[src/rtl/jtpang_rom_arb.sv]
// Two-client graphics ROM arbiter: object drawer (client 0) and char/tile fetcher
// (client 1) share one SDRAM slot, each with a private one-word hit buffer.
module jtpang_rom_arb #(
    parameter int AW = 17,
    parameter int DW = 32
) (
    input  logic          clk,
    input  logic          rst,

    input  logic          obj_cs,
    input  logic [AW-1:0] obj_addr,
    output logic          obj_ok,
    output logic [DW-1:0] obj_data,

    input  logic          chr_cs,
    input  logic [AW-1:0] chr_addr,
    output logic          chr_ok,
    output logic [DW-1:0] chr_data,

    output logic          rom_cs,
    output logic [AW-1:0] rom_addr,
    input  logic          rom_ok,
    input  logic [DW-1:0] rom_data
);

    typedef enum logic [1:0] {
        ST_IDLE,
        ST_ISSUE,
        ST_WAIT
    } state_t;

    state_t        state_q, state_d;
    logic          gnt_q, gnt_d;
    logic          last_q, last_d;
    logic          rom_cs_q, rom_cs_d;
    logic [AW-1:0] rom_addr_q, rom_addr_d;

    logic [AW-1:0] buf_addr_q [2];
    logic [AW-1:0] buf_addr_d [2];
    logic [DW-1:0] buf_data_q [2];
    logic [DW-1:0] buf_data_d [2];
    logic [1:0]    buf_vld_q, buf_vld_d;

    logic [AW-1:0] cli_addr [2];
    logic [1:0]    cli_cs;
    logic [1:0]    hit;
    logic [1:0]    pend;
    logic          sel;

    assign cli_addr[0] = obj_addr;
    assign cli_addr[1] = chr_addr;
    assign cli_cs      = {chr_cs, obj_cs};

    assign hit[0] = buf_vld_q[0] && (obj_addr == buf_addr_q[0]);
    assign hit[1] = buf_vld_q[1] && (chr_addr == buf_addr_q[1]);
    assign pend   = cli_cs & ~hit;

    // On a tie the client that was not served last wins; otherwise the lone requester.
    assign sel = (pend == 2'b11) ? ~last_q : pend[1];

    assign obj_ok   = obj_cs & hit[0];
    assign chr_ok   = chr_cs & hit[1];
    assign obj_data = buf_data_q[0];
    assign chr_data = buf_data_q[1];
    assign rom_cs   = rom_cs_q;
    assign rom_addr = rom_addr_q;

    always_comb begin
        // NOTE: every signal gets its hold value first so no path can infer a latch.
        state_d    = state_q;
        gnt_d      = gnt_q;
        last_d     = last_q;
        rom_cs_d   = rom_cs_q;
        rom_addr_d = rom_addr_q;
        buf_addr_d = buf_addr_q;
        buf_data_d = buf_data_q;
        buf_vld_d  = buf_vld_q;

        case (state_q)
            ST_IDLE: begin
                if (|pend) begin
                    gnt_d      = sel;
                    last_d     = sel;
                    rom_cs_d   = 1'b1;
                    rom_addr_d = cli_addr[sel];
                    state_d    = ST_ISSUE;
                end
            end
            // rom_ok here may still belong to the previous address, so it is ignored.
            ST_ISSUE: begin
                state_d = ST_WAIT;
            end
            ST_WAIT: begin
                if (rom_ok) begin
                    buf_addr_d[gnt_q] = rom_addr_q;
                    buf_data_d[gnt_q] = rom_data;
                    buf_vld_d[gnt_q]  = 1'b1;
                    rom_cs_d          = 1'b0;
                    state_d           = ST_IDLE;
                end
            end
            default: begin
                state_d = ST_IDLE;
            end
        endcase
    end

    always_ff @(posedge clk) begin
        if (rst) begin
            state_q    <= ST_IDLE;
            gnt_q      <= 1'b0;
            last_q     <= 1'b1;
            rom_cs_q   <= 1'b0;
            rom_addr_q <= '0;
            // NOTE: the hit buffers are small registers, not RAM, and are cleared so
            // obj_data/chr_data read zero after reset.
            buf_addr_q <= '{default: '0};
            buf_data_q <= '{default: '0};
            buf_vld_q  <= '0;
        end else begin
            // NOTE: non-blocking assignments keep every register updating from the
            // same pre-edge values.
            state_q    <= state_d;
            gnt_q      <= gnt_d;
            last_q     <= last_d;
            rom_cs_q   <= rom_cs_d;
            rom_addr_q <= rom_addr_d;
            buf_addr_q <= buf_addr_d;
            buf_data_q <= buf_data_d;
            buf_vld_q  <= buf_vld_d;
        end
    end

endmodule
[config.mk]
export PLATFORM = sky130hd
export DESIGN_NAME = jtpang_rom_arb
export DESIGN_NICKNAME = d
export VERILOG_FILES = /design/src/rtl/jtpang_rom_arb.sv
export SDC_FILE = /design/constraint.sdc
export NUM_CORES = 1
export LEC_CHECK = 0
export BUFFER_PORTS_ARGS = -buffer_cell sky130_fd_sc_hd__buf_4
export CAP_MARGIN = 20
export CORE_AREA = 2 2 138 140
export CTS_BUF_LIST = sky130_fd_sc_hd__clkbuf_8 sky130_fd_sc_hd__clkbuf_16
export CTS_CLUSTER_DIAMETER = 40
export DETAILED_ROUTE_END_ITERATION = 16
export DIE_AREA = 0 0 140 142
export GPL_TIMING_DRIVEN = 0
export PLACE_DENSITY = 0.58
export SETUP_SLACK_MARGIN = 0.15
export SLEW_MARGIN = 25
export SYNTH_ARGS = -nofsm -noshare
export SYNTH_HDL_FRONTEND = slang
export SYNTH_SLANG_ARGS = --single-unit
[constraint.sdc]
create_clock -name clk -period 2.8 [get_ports clk]
set_input_delay 0.28 -clock clk [delete_from_list [all_inputs] [get_ports clk]]
set_output_delay 0.28 -clock clk [all_outputs]
set_load 0.03 [all_outputs]
==> metrics.cfg, run 1 <==
[outcome]
status = finished, violations left
violations = design-rule violations

[clock_network]
cts_tree = yes
numCtsBuffers = 17
clock_latency_ns = 0.42
clockRootBuffer = clkbuf_16
cts_resized = 0
hold_buffers = 0
cts.clk_slew.worst_paths_ns = 0.05
clk_path_buf_depth = 2
cts_max_level = 4
cts.sinks = 122
postCtsSetupBuffers = 0

[floorplan]
fp.dieH_um = 142
num_rows = 50
die-area_um2 = 19900
start_util = 0.274
coreArea_um2 = 18500
die_w_um = 140
ios = 155

[grt]
grt_use_total = 0.169
antenna_found_initial = 1
grt_max_degree = 17
grt_overflow = 0
grt_pass1_wl_um = 25800
grt_pass1_vias = 4661

[place]
portBuffers = 153
routabilityCongestion = 0.810
hpwl_um = 12600

[logic_synthesis]
synth_area_um2 = 5060
synth_cell_types = 37
async_reset_ff_frac = 0
yosysWarningCount = 0
synth_edf_count = 0
synth_cells = 622
syn_nets = 693
seq_area_frac_synth = 0.483
ys_ff_latch = 122
synthFlopType = dfxtp_1
syn_area_per_cell_um2 = 8.13

[timing]
worstMarginPinSlew_ns = 0.616
relSlewSlack = 0.589
maxSlewViolCount = 0
fin_setup_tns_ns = 0
rsz0062_at_grt = false
finalClockSkew_ns = 0.00694
setup_viol = 0
clock.fmax_ghz = 0.448
period_share = 0.798
hold_violations = 0
fin_crit_ns = 2.23

[critical_path]
critical_path.top_delay_family = simple AND/OR/NAND/NOR gates
crit_path_cell_trace = xor2_1 -> nor4b_1 -> and3_4 -> and3_1 -> buf_4
cp_num_buf_inv = 1
crit_type = reg -> out
slowest_delay_ns = 0.40
critPathMaxFanout = 3
crit_path_end_kind = primary output
cp_data_required_time_ns = 2.52
worst-endpoint-arrival_ns = 1.95
start_kind = register
crit_path_top_delay_cell = nor4b_1

[pwr]
power_mw = 4.50
p_leak_nw = 2.79
cellPowerDensity_nw_per_um2 = 638
peakVddDrop_mv = 0.414

[routing]
vias = 4840
detail_route.wl_per_cell_um = 16.0
viasPerCell = 4.65
drc = 8
drt_first_pass_iters = 11
finalWirelength_um = 16600
drt_iter0_markers = 211
ant_nets = 0

[cells_and_area]
antenna_cells = 0
area_growth_pct = 39.3
layout.nets = 865
drive_gt1_frac = 0.262

[min_path]
min_path_type = in -> reg

[run]
cap_violations = 0

-- per-layer routing --
metal / GRT usage / part of all wire / vias to the layer above
li1: - / - / 2448
met1: 0.219 / 0.47 / 2248
met2: 0.270 / 0.46 / 121
met3: 0.0481 / 0.053 / 21
met4: 0.0617 / 0.015 / 2
met5: 0 / 0.00078 / -
-- power by group --
group          switching, mW  leakage [nW]  internal (mW)
Clock                  0.779         0.281           1.26
Combinational          0.362          1.52          0.238
Sequential            0.0554         0.989           1.80
Total                   1.20          2.79           3.30
-- stage by stage --
| step | hold WS [ns] | utilization | instances | worst slack [ns] | instance area, um2 |
|---|---|---|---|---|---|
| 2_1_floorplan | 0.416 | - | 622 | 1.05 | 5060 |
| 3_3_place_gp | 0.443 | 0.352 | 1009 | 0.599 | 6500 |
| 3_5_place_dp | 0.447 | 0.352 | 1009 | 0.614 | 6500 |
| 4_1_cts | 0.0991 | 0.382 | 1040 | 0.589 | 7050 |
| 5_1_grt | 0.105 | 0.382 | 1040 | 0.442 | 7050 |
| 6_report | 0.113 | 0.382 | 1040 | 0.567 | 7050 |
-- cell usage in the layout, fill, tap and decap left out, drive strengths merged --
cell type,netlist,final
a21oi,101,101
a21o,1,1
or2,2,2
inv,3,6
xnor2,4,4
or3,1,1
nor4b,4,4
nand3b,1,1
a311oi,17,17
nand2b,1,1
a41oi,2,2
nand3,18,18
dfxtp,122,122
clkinv,0,5
a21bo,1,1
clkbuf,33,53
xor2,30,30
nor4,12,12
buf,13,166
a21boi,1,1
clkinvlp,0,2
o21ai,17,17
and3,8,8
nand2,200,200
nor3,17,17
nor2,11,11
bufinv,0,1
o211ai,1,1
mux2i,1,1
-- worst paths after layout --
kind | from | end | slack [ns] | depth (start not counted)
max | buf_addr_q[14] | chr_ok | 0.57 | 5
min | rom_data[4] | obj_data[4] | 0.11 | 3
max reg2reg | buf_addr_q[30] | rom_addr[10] | 0.59 | 7
min reg2reg | chr_data[11] | chr_data[11] | 0.45 | 2
-- cells in the mapped netlist (4+ instances only) --
library cell  instances  area share
nand2_1             200        0.15
dfxtp_1             122        0.48
a21oi_1             100       0.099
clkbuf_1             33       0.024
xor2_1               30       0.052
nand3_1              18       0.018
nor3_1               17       0.017
o21ai_0              16       0.016
nor2_1               11      0.0082
nor4_1               11       0.014
a311oi_2              9       0.027
a311oi_1              8       0.014
and3_1                6      0.0074
buf_2                 5      0.0049
xnor2_1               4      0.0069
-- layout make-up --
| cell class | instances | area [um2] |
|---|---|---|
| clock buffers | 20 | 467 |
| fillers | 1964 | 11400 |
| clock inverters | 11 | 81.3 |
| plain buffers | 46 | 225 |
| multi-input cells | 451 | 2380 |
| repair buffers | 153 | 1150 |
| well taps | 234 | 293 |
| flip-flops and latches | 122 | 2440 |
| inverters | 3 | 11.3 |
-- registers in the layout (all words and copies together) (netlist names) --
signal and flops:
rom_addr 17, obj_data 32, chr_data 32, state_q 2
buf_addr_q 34, gnt_q 1, buf_vld_q 2, rom_cs 1
last_q 1
-- cell families after synthesis --
group	Yosys count	share of synthesized area
DFF	122	0.483
muxes	1	0.00198
buffers and inverters	49	0.0468
and+or+nand+nor	275	0.237
xor gates and xnor gates	34	0.0589
AOI/OAI and AO/OA	141	0.172
-- worst min-delay path: stages --
cell and delay [ns]:
buf_4 0.11, nand2_1 0.05, a21oi_1 0.05
Note: power is estimated with default switching activity, not from simulation.
==> run 2, diff against run 1 <==
--- a/config.mk
+++ b/config.mk
@@ -5,15 +5,16 @@
 export SDC_FILE = /design/constraint.sdc
 export NUM_CORES = 1
 export LEC_CHECK = 0
+export ABC_AREA = 1
 export BUFFER_PORTS_ARGS = -buffer_cell sky130_fd_sc_hd__buf_4
 export CAP_MARGIN = 20
-export CORE_AREA = 2 2 138 140
+export CORE_AREA = 2 2 144 146
 export CTS_BUF_LIST = sky130_fd_sc_hd__clkbuf_8 sky130_fd_sc_hd__clkbuf_16
 export CTS_CLUSTER_DIAMETER = 40
 export DETAILED_ROUTE_END_ITERATION = 16
-export DIE_AREA = 0 0 140 142
+export DIE_AREA = 0 0 146 148
 export GPL_TIMING_DRIVEN = 0
-export PLACE_DENSITY = 0.58
+export PLACE_DENSITY = 0.59
 export SETUP_SLACK_MARGIN = 0.15
 export SLEW_MARGIN = 25
 export SYNTH_ARGS = -nofsm -noshare
==> constraint.sdc (replaced) <==
create_clock -name clk -period 1.8 [get_ports clk]
set_input_delay 0.18 -clock clk [delete_from_list [all_inputs] [get_ports clk]]
set_output_delay 0.18 -clock clk [all_outputs]
set_load 0.03 [all_outputs]
==> metrics.cfg, run 2 <==
[outcome]
status = finished, violations left
violations = negative hold slack

[floorplan]
ios = 155  ; unchanged
die-area_um2 = 21600  ; +8.7%
fp.dieH_um = 148  ; +4.2%
num_rows = 52  ; +4.0%
start_util = 0.277  ; +0.00313
coreArea_um2 = 20000  ; +8.6%
die_w_um = 146  ; +4.3%

[logic_synthesis]
synth_cell_types = 33  ; -11%
syn_nets = 864  ; +25%
synth_top_area_cell = dfxtp_1
async_reset_ff_frac = 0  ; unchanged
synth_area_um2 = 5550  ; +9.8%
yosysWarningCount = 0  ; unchanged
synth_area_leaders = dfxtp_1 44%, nand2_1 12%, nor2_1 8.0%, a21oi_1 6.2%, o21ai_0 6.0%
ys_ff_latch = 122  ; unchanged
ys_top_cells_by_count = 175 x nand2_1, 122 x dfxtp_1, 118 x nor2_1
yosysMostFrequentCell = nand2_1
synth_edf_count = 0  ; unchanged
synth_cells = 793  ; +27%
syn_area_per_cell_um2 = 7.00  ; -14%
synth_top_area_share = 0.440  ; -0.0432
seq_area_frac_synth = 0.440  ; -0.0432
synthFlopType = dfxtp_1

[critical_path]
slowest_delay_ns = 0.36  ; -0.04 ns
crit_path_cell_trace = inv_2 -> nand2_2 -> nand2_1 -> nor2_1 -> nand2_1 -> nor2_2 -> nand3_4 -> nor2_2 -> buf_6
worst-endpoint-arrival_ns = 1.59  ; -0.36 ns
crit_type = reg -> out
cp_data_required_time_ns = 1.62  ; -0.90 ns
crit_path_top_delay_cell = dfxtp_4
r2r-start = buf_addr_q[32]
cp.depth = 9  ; +4
r2r_slack_ns = 0.03  ; -0.56 ns
r2r_cells = 11  ; +4
setup.worst_path.start = buf_addr_q[22]
crit_path_end_kind = primary output
start_kind = register
critPathMaxFanout = 3  ; unchanged
critical_path.top_delay_family = simple AND/OR/NAND/NOR gates
r2r-end = rom_addr[10]
cp_num_buf_inv = 2  ; +1

[clock_network]
cts_tree = yes
clk_path_buf_depth = 2  ; unchanged
clockRootBuffer = clkbuf_16
cts.sinks = 122  ; unchanged
cts.clk_slew.worst_paths_ns = 0.06  ; about the same
clock_latency_ns = 0.42  ; about the same
numCtsBuffers = 17  ; unchanged
cts_max_level = 4  ; unchanged

[place]
routabilityCongestion = 0.828  ; +2.2%
place_ws_ns = -0.0241  ; -0.639 ns
hpwl_um = 14200  ; +13%
dp_cells = 1217  ; +21%
postPlaceCellArea_um2 = 7050  ; +8.5%
portBuffers = 154  ; +0.65%

[routing]
finalWirelength_um = 19400  ; +16%
vias = 5708  ; +18%
ant_nets = 0  ; unchanged
drt_iter0_markers = 282  ; +34%
drt_first_pass_iters = 5  ; -6
detail_route.wl_per_cell_um = 15.1  ; -5.9%
drc = 0  ; -8
viasPerCell = 4.44  ; -4.6%

[timing]
maxSlewViolCount = 0  ; unchanged
fin_crit_ns = 1.77
clock.fmax_ghz = 0.565
rsz0062_at_grt = true
period_share = 0.983
setup_slack_ns = 0.0300  ; -0.537 ns
worstMarginPinSlew_ns = 0.647  ; +0.0310 ns
hold_violations = 1  ; +1
setup_viol = 0  ; unchanged
relSlewSlack = 0.568  ; -0.0207
holdWs_ns = -0.00253  ; -0.116 ns
finalClockSkew_ns = 0.0102  ; +0.00325 ns

[cells_and_area]
layout_common_cells = 162 x buf_4, 161 x nand2_1, 110 x dfxtp_1
area_growth_pct = 50.0
final_common_cell = buf_4
largest_register_ffs = 34  ; unchanged
regMostFlops = buf_addr_q
fillers = 2108  ; +7.3%
final_cells = 1286  ; +24%
stdcell_area_um2 = 8330  ; +18%
seq_area_um2 = 2460  ; +0.82%
multi_input_area_um2 = 2720  ; +14%
layout.nets = 1075  ; +24%
drive_gt1_frac = 0.328  ; +0.0660
antenna_cells = 0  ; unchanged

[grt]
grt_pass1_vias = 5736  ; +23%
grt_max_degree = 17  ; unchanged
grt_overflow = 0  ; unchanged
grt_pass1_wl_um = 30400  ; +18%
antenna_found_initial = 0  ; -1
grt_use_total = 0.180  ; +0.0112

[min_path]
min_from = rom_data[22]
min_path_type = in -> reg
hold-path-endpoint = obj_data[22]
min_path_cells = 3  ; unchanged

[pwr]
cellPowerDensity_nw_per_um2 = 936  ; +47%
p_leak_nw = 3.73  ; +34%
peakVddDrop_mv = 0.686  ; +65%

[run]
cap_violations = 0  ; unchanged

[run 2: layout make-up]
cell class,count,share of cell area
multi-input combinational,542,0.326
sequential,122,0.296
timing repair buffer,191,0.187
clock buffer,20,0.0560
tap,270,0.0406
inverter,83,0.0385
buffer,46,0.0380
clock inverter,11,0.0174
timing repair inverter,1,0.000751
[run 2: layer usage]
metal,vias up,GRT usage,wire length (um)
met5,-,0,0
met1,2525,0.220,8470
li1,2942,-,-
met4,0,0.0621,366
met3,30,0.0583,1610
met2,211,0.300,8910
[run 2: how the worst max path moves through the flow]
stage	endpoint	slack, ns
finish	obj_ok	0.03
global route	obj_ok	-0.1
CTS	obj_ok	-0.04
detailed placement	obj_data[14]	-0.02
global placement	obj_data[29]	-0.02
floorplan	rom_addr[4]	0.34
[run 2: stage by stage]
stage / power [mW] / utilization / TNS (ns)
after CTS: 7.78 / 0.407 / -0.0355
after floorplan: 3.64 / - / 0
final: 7.80 / 0.416 / 0
after detailed placement: 4.12 / 0.352 / -0.129
after global routing: 8.11 / 0.416 / -1.18
after global placement: 4.12 / 0.352 / -0.0401
[run 2: repair_timing]
action | in CTS | in global routing
resized for setup | 52 | 51
hold endpoints to repair | 22 | 0
setup buffers | 9 | 1
hold buffers | 22 | 0
pin swaps | 22 | 29
cloned | 5 | 1
endpoints found under the setup margin | 121 | 104
[run 2: cells by family (layout without fill, tap and decap cells)]
logic type / Yosys count / count (layout) / share of synthesized area
DFF: 122 / 122 / 0.440
AOI/OAI and AO/OA: 159 / 159 / 0.160
xor gates and xnor gates: 5 / 5 / 0.00789
and+or+nand+nor: 378 / 378 / 0.285
buffers and inverters: 129 / 352 / 0.107
[run 2: power by group]
part,switching (mW),leakage (nW),internal [mW]
sequential,0.0888,0.997,2.82
combinational,0.793,2.45,0.563
clock,1.27,0.282,2.27
total,2.15,3.73,5.65
[run 2: worst register-to-register path, delay by kind of cell (launching register included)]
family          cells  cell delay (ns)
simple gates        8             0.82
flops               1             0.32
buf+inv             2             0.29
compound gates      1             0.23
==> run 3, diff against run 2 <==
--- a/config.mk
+++ b/config.mk
@@ -15,7 +15,7 @@
 export DIE_AREA = 0 0 146 148
 export GPL_TIMING_DRIVEN = 0
 export PLACE_DENSITY = 0.59
-export SETUP_SLACK_MARGIN = 0.15
+export SETUP_SLACK_MARGIN = 0.4
 export SLEW_MARGIN = 25
 export SYNTH_ARGS = -nofsm -noshare
 export SYNTH_HDL_FRONTEND = slang
==> metrics.cfg, run 3 (synthesized netlist as in run 2, its figures left out) <==
[routing]
drt_iter0_markers = 437  ; +55%
drc = 0  ; unchanged
viasPerCell = 4.60  ; +3.6%
vias = 6079  ; +6.5%
drt_first_pass_iters = 4  ; -1
detail_route.wl_per_cell_um = 16.6  ; +10%
ant_nets = 0  ; unchanged
finalWirelength_um = 21900  ; +13%

[critical_path]
worst-endpoint-arrival_ns = 2.19  ; +0.60 ns
critPathMaxFanout = 6  ; +3
cp_data_required_time_ns = 2.15  ; +0.53 ns
start_kind = register
crit_path_end_kind = register
crit_type = reg -> reg

[floorplan]
ios = 155  ; unchanged
start_util = 0.277  ; unchanged
die_w_um = 146  ; unchanged
die-area_um2 = 21600  ; unchanged
fp.dieH_um = 148  ; unchanged
num_rows = 52  ; unchanged
coreArea_um2 = 20000  ; unchanged

[clock_network]
clockRootBuffer = clkbuf_16
cts_tree = yes
cts_max_level = 4  ; unchanged
cts.sinks = 122  ; unchanged
numCtsBuffers = 17  ; unchanged
clock_latency_ns = 0.42  ; about the same
cts.clk_slew.worst_paths_ns = 0.06  ; about the same
clk_path_buf_depth = 2  ; unchanged

[cells_and_area]
fillers = 1877  ; -11%
antenna_cells = 0  ; unchanged
layout_common_cells = 163 x buf_4, 115 x nand2_1, 104 x dfxtp_1
utilization = 0.501  ; +0.0858
largest_register_ffs = 34  ; unchanged
final_cells = 1322  ; +2.8%
area_growth_pct = 81.0
layout.nets = 1111  ; +3.3%
drive_gt1_frac = 0.510  ; +0.182
final_common_cell = buf_4
regMostFlops = buf_addr_q

[pwr]
clock_power_share = 0.445  ; -0.008
power_mw = 8.23  ; +5.5%
peakVddDrop_mv = 0.754  ; +10%
p_leak_nw = 4.22  ; +13%
pwr-share-comb = 0.199  ; +0.025
p_sw_mw = 2.32  ; +8.0%
power.internal_mw = 5.91  ; +4.5%
cellPowerDensity_nw_per_um2 = 819  ; -13%
switching_share = 0.282  ; +0.00658
seqPwrFrac = 0.355  ; -0.018

[timing]
maxSlewViolCount = 0  ; unchanged
setup_viol = 4  ; +4
period_share = 1.02  ; +0.0382
fin_setup_tns_ns = -0.0902  ; -0.0902 ns
worstMarginPinSlew_ns = 0.818  ; +0.170 ns
setup_slack_ns = -0.0387  ; -0.0687 ns
finalClockSkew_ns = 0.00904  ; -0.00115 ns
rsz0062_at_grt = true
clock.fmax_ghz = 0.544  ; -3.7%
hold_violations = 0  ; -1
fin_crit_ns = 1.84  ; +0.0687 ns
relSlewSlack = 0.455  ; -0.114

[min_path]
min_path_type = in -> reg

[grt]
grt_max_degree = 17  ; unchanged
grt_pass1_wl_um = 32300  ; +6.4%
grt_use_total = 0.190  ; +0.00965
grt_pass1_vias = 5967  ; +4.0%
antenna_found_initial = 0  ; unchanged
grt_overflow = 0  ; unchanged

[place]
place_ws_ns = -0.0803  ; -0.0562 ns
hpwl_um = 14300  ; +0.61%
portBuffers = 154  ; unchanged
routabilityCongestion = 0.829  ; about the same
dp_cells = 1217  ; unchanged

[outcome]
violations = negative setup slack
status = finished, violations left

[run]
cap_violations = 0  ; unchanged

run 3: path summary, 6_finish.rpt:
check | from | end | slack (ns) | depth (start not counted)
worst max-delay path | buf_addr_q[18] | gnt_q | -0.04 | 13
worst min-delay path | rom_data[25] | obj_data[25] | 0.02 | 3
worst max register to register | buf_addr_q[18] | gnt_q | -0.04 | 13
worst min register to register | buf_addr_q[11] | buf_addr_q[11] | 0.45 | 2
run 3: timing repair:
item,in CTS,in global routing
endpoints found under the hold margin,26,0
setup buffers,19,9
gates resized for setup,191,267
hold buffers,26,0
pin swaps,51,75
gates cloned,9,11
endpoints found under the setup margin,123,123
run 3: cell type report:
class / count / area [um2] / area share
clock buffers: 19 / 453 / 0.0451
clock inverters: 12 / 174 / 0.0173
well taps: 270 / 338 / 0.0336
plain buffers: 46 / 557 / 0.0554
flip-flops and latches: 122 / 2470 / 0.246
multi-input cells: 542 / 3540 / 0.352
repair buffers: 228 / 2180 / 0.217
inverters: 83 / 337 / 0.0335
run 3: worst max-delay path, stage by stage, from the launching register on:
cell and delay [ns]:
dfxtp_2 0.34, inv_2 0.04, nand2_2 0.06, nand2_2 0.07, nor2_4 0.12, nand2_2 0.07
nor2_2 0.12, nand3_2 0.12, buf_6 0.16, nand3_4 0.14, buf_12 0.14, buf_12 0.11
nand4_1 0.13, a21oi_2 0.14
run 3: metrics by stage:
stage | hold WS (ns) | area, um2
6_report | 0.0199 | 10000
5_1_grt | 0.0191 | 10000
4_1_cts | 0.00276 | 8920
3_5_place_dp | 0.423 | 7080
3_3_place_gp | 0.416 | 7080
2_1_floorplan | 0.315 | 5580
run 3: routing by layer:
metal	GRT usage	up-vias	wire length [um]	share of wire
li1	-	3019	-	-
met1	0.230	2855	9290	0.42
met2	0.329	174	10900	0.50
met3	0.0531	31	1360	0.062
met4	0.0573	0	374	0.017
met5	0	-	0	0
run 3: power groups by stage:
stage          logic (mW)  clock network [mW]  registers (mW)
5_1_grt              1.76                3.83            2.94
6_report             1.64                3.66            2.92
3_5_place_dp         1.16                   0            2.96
3_3_place_gp         1.15                   0            2.96
4_1_cts              1.43                3.71            2.91
2_1_floorplan       0.537                   0            3.11
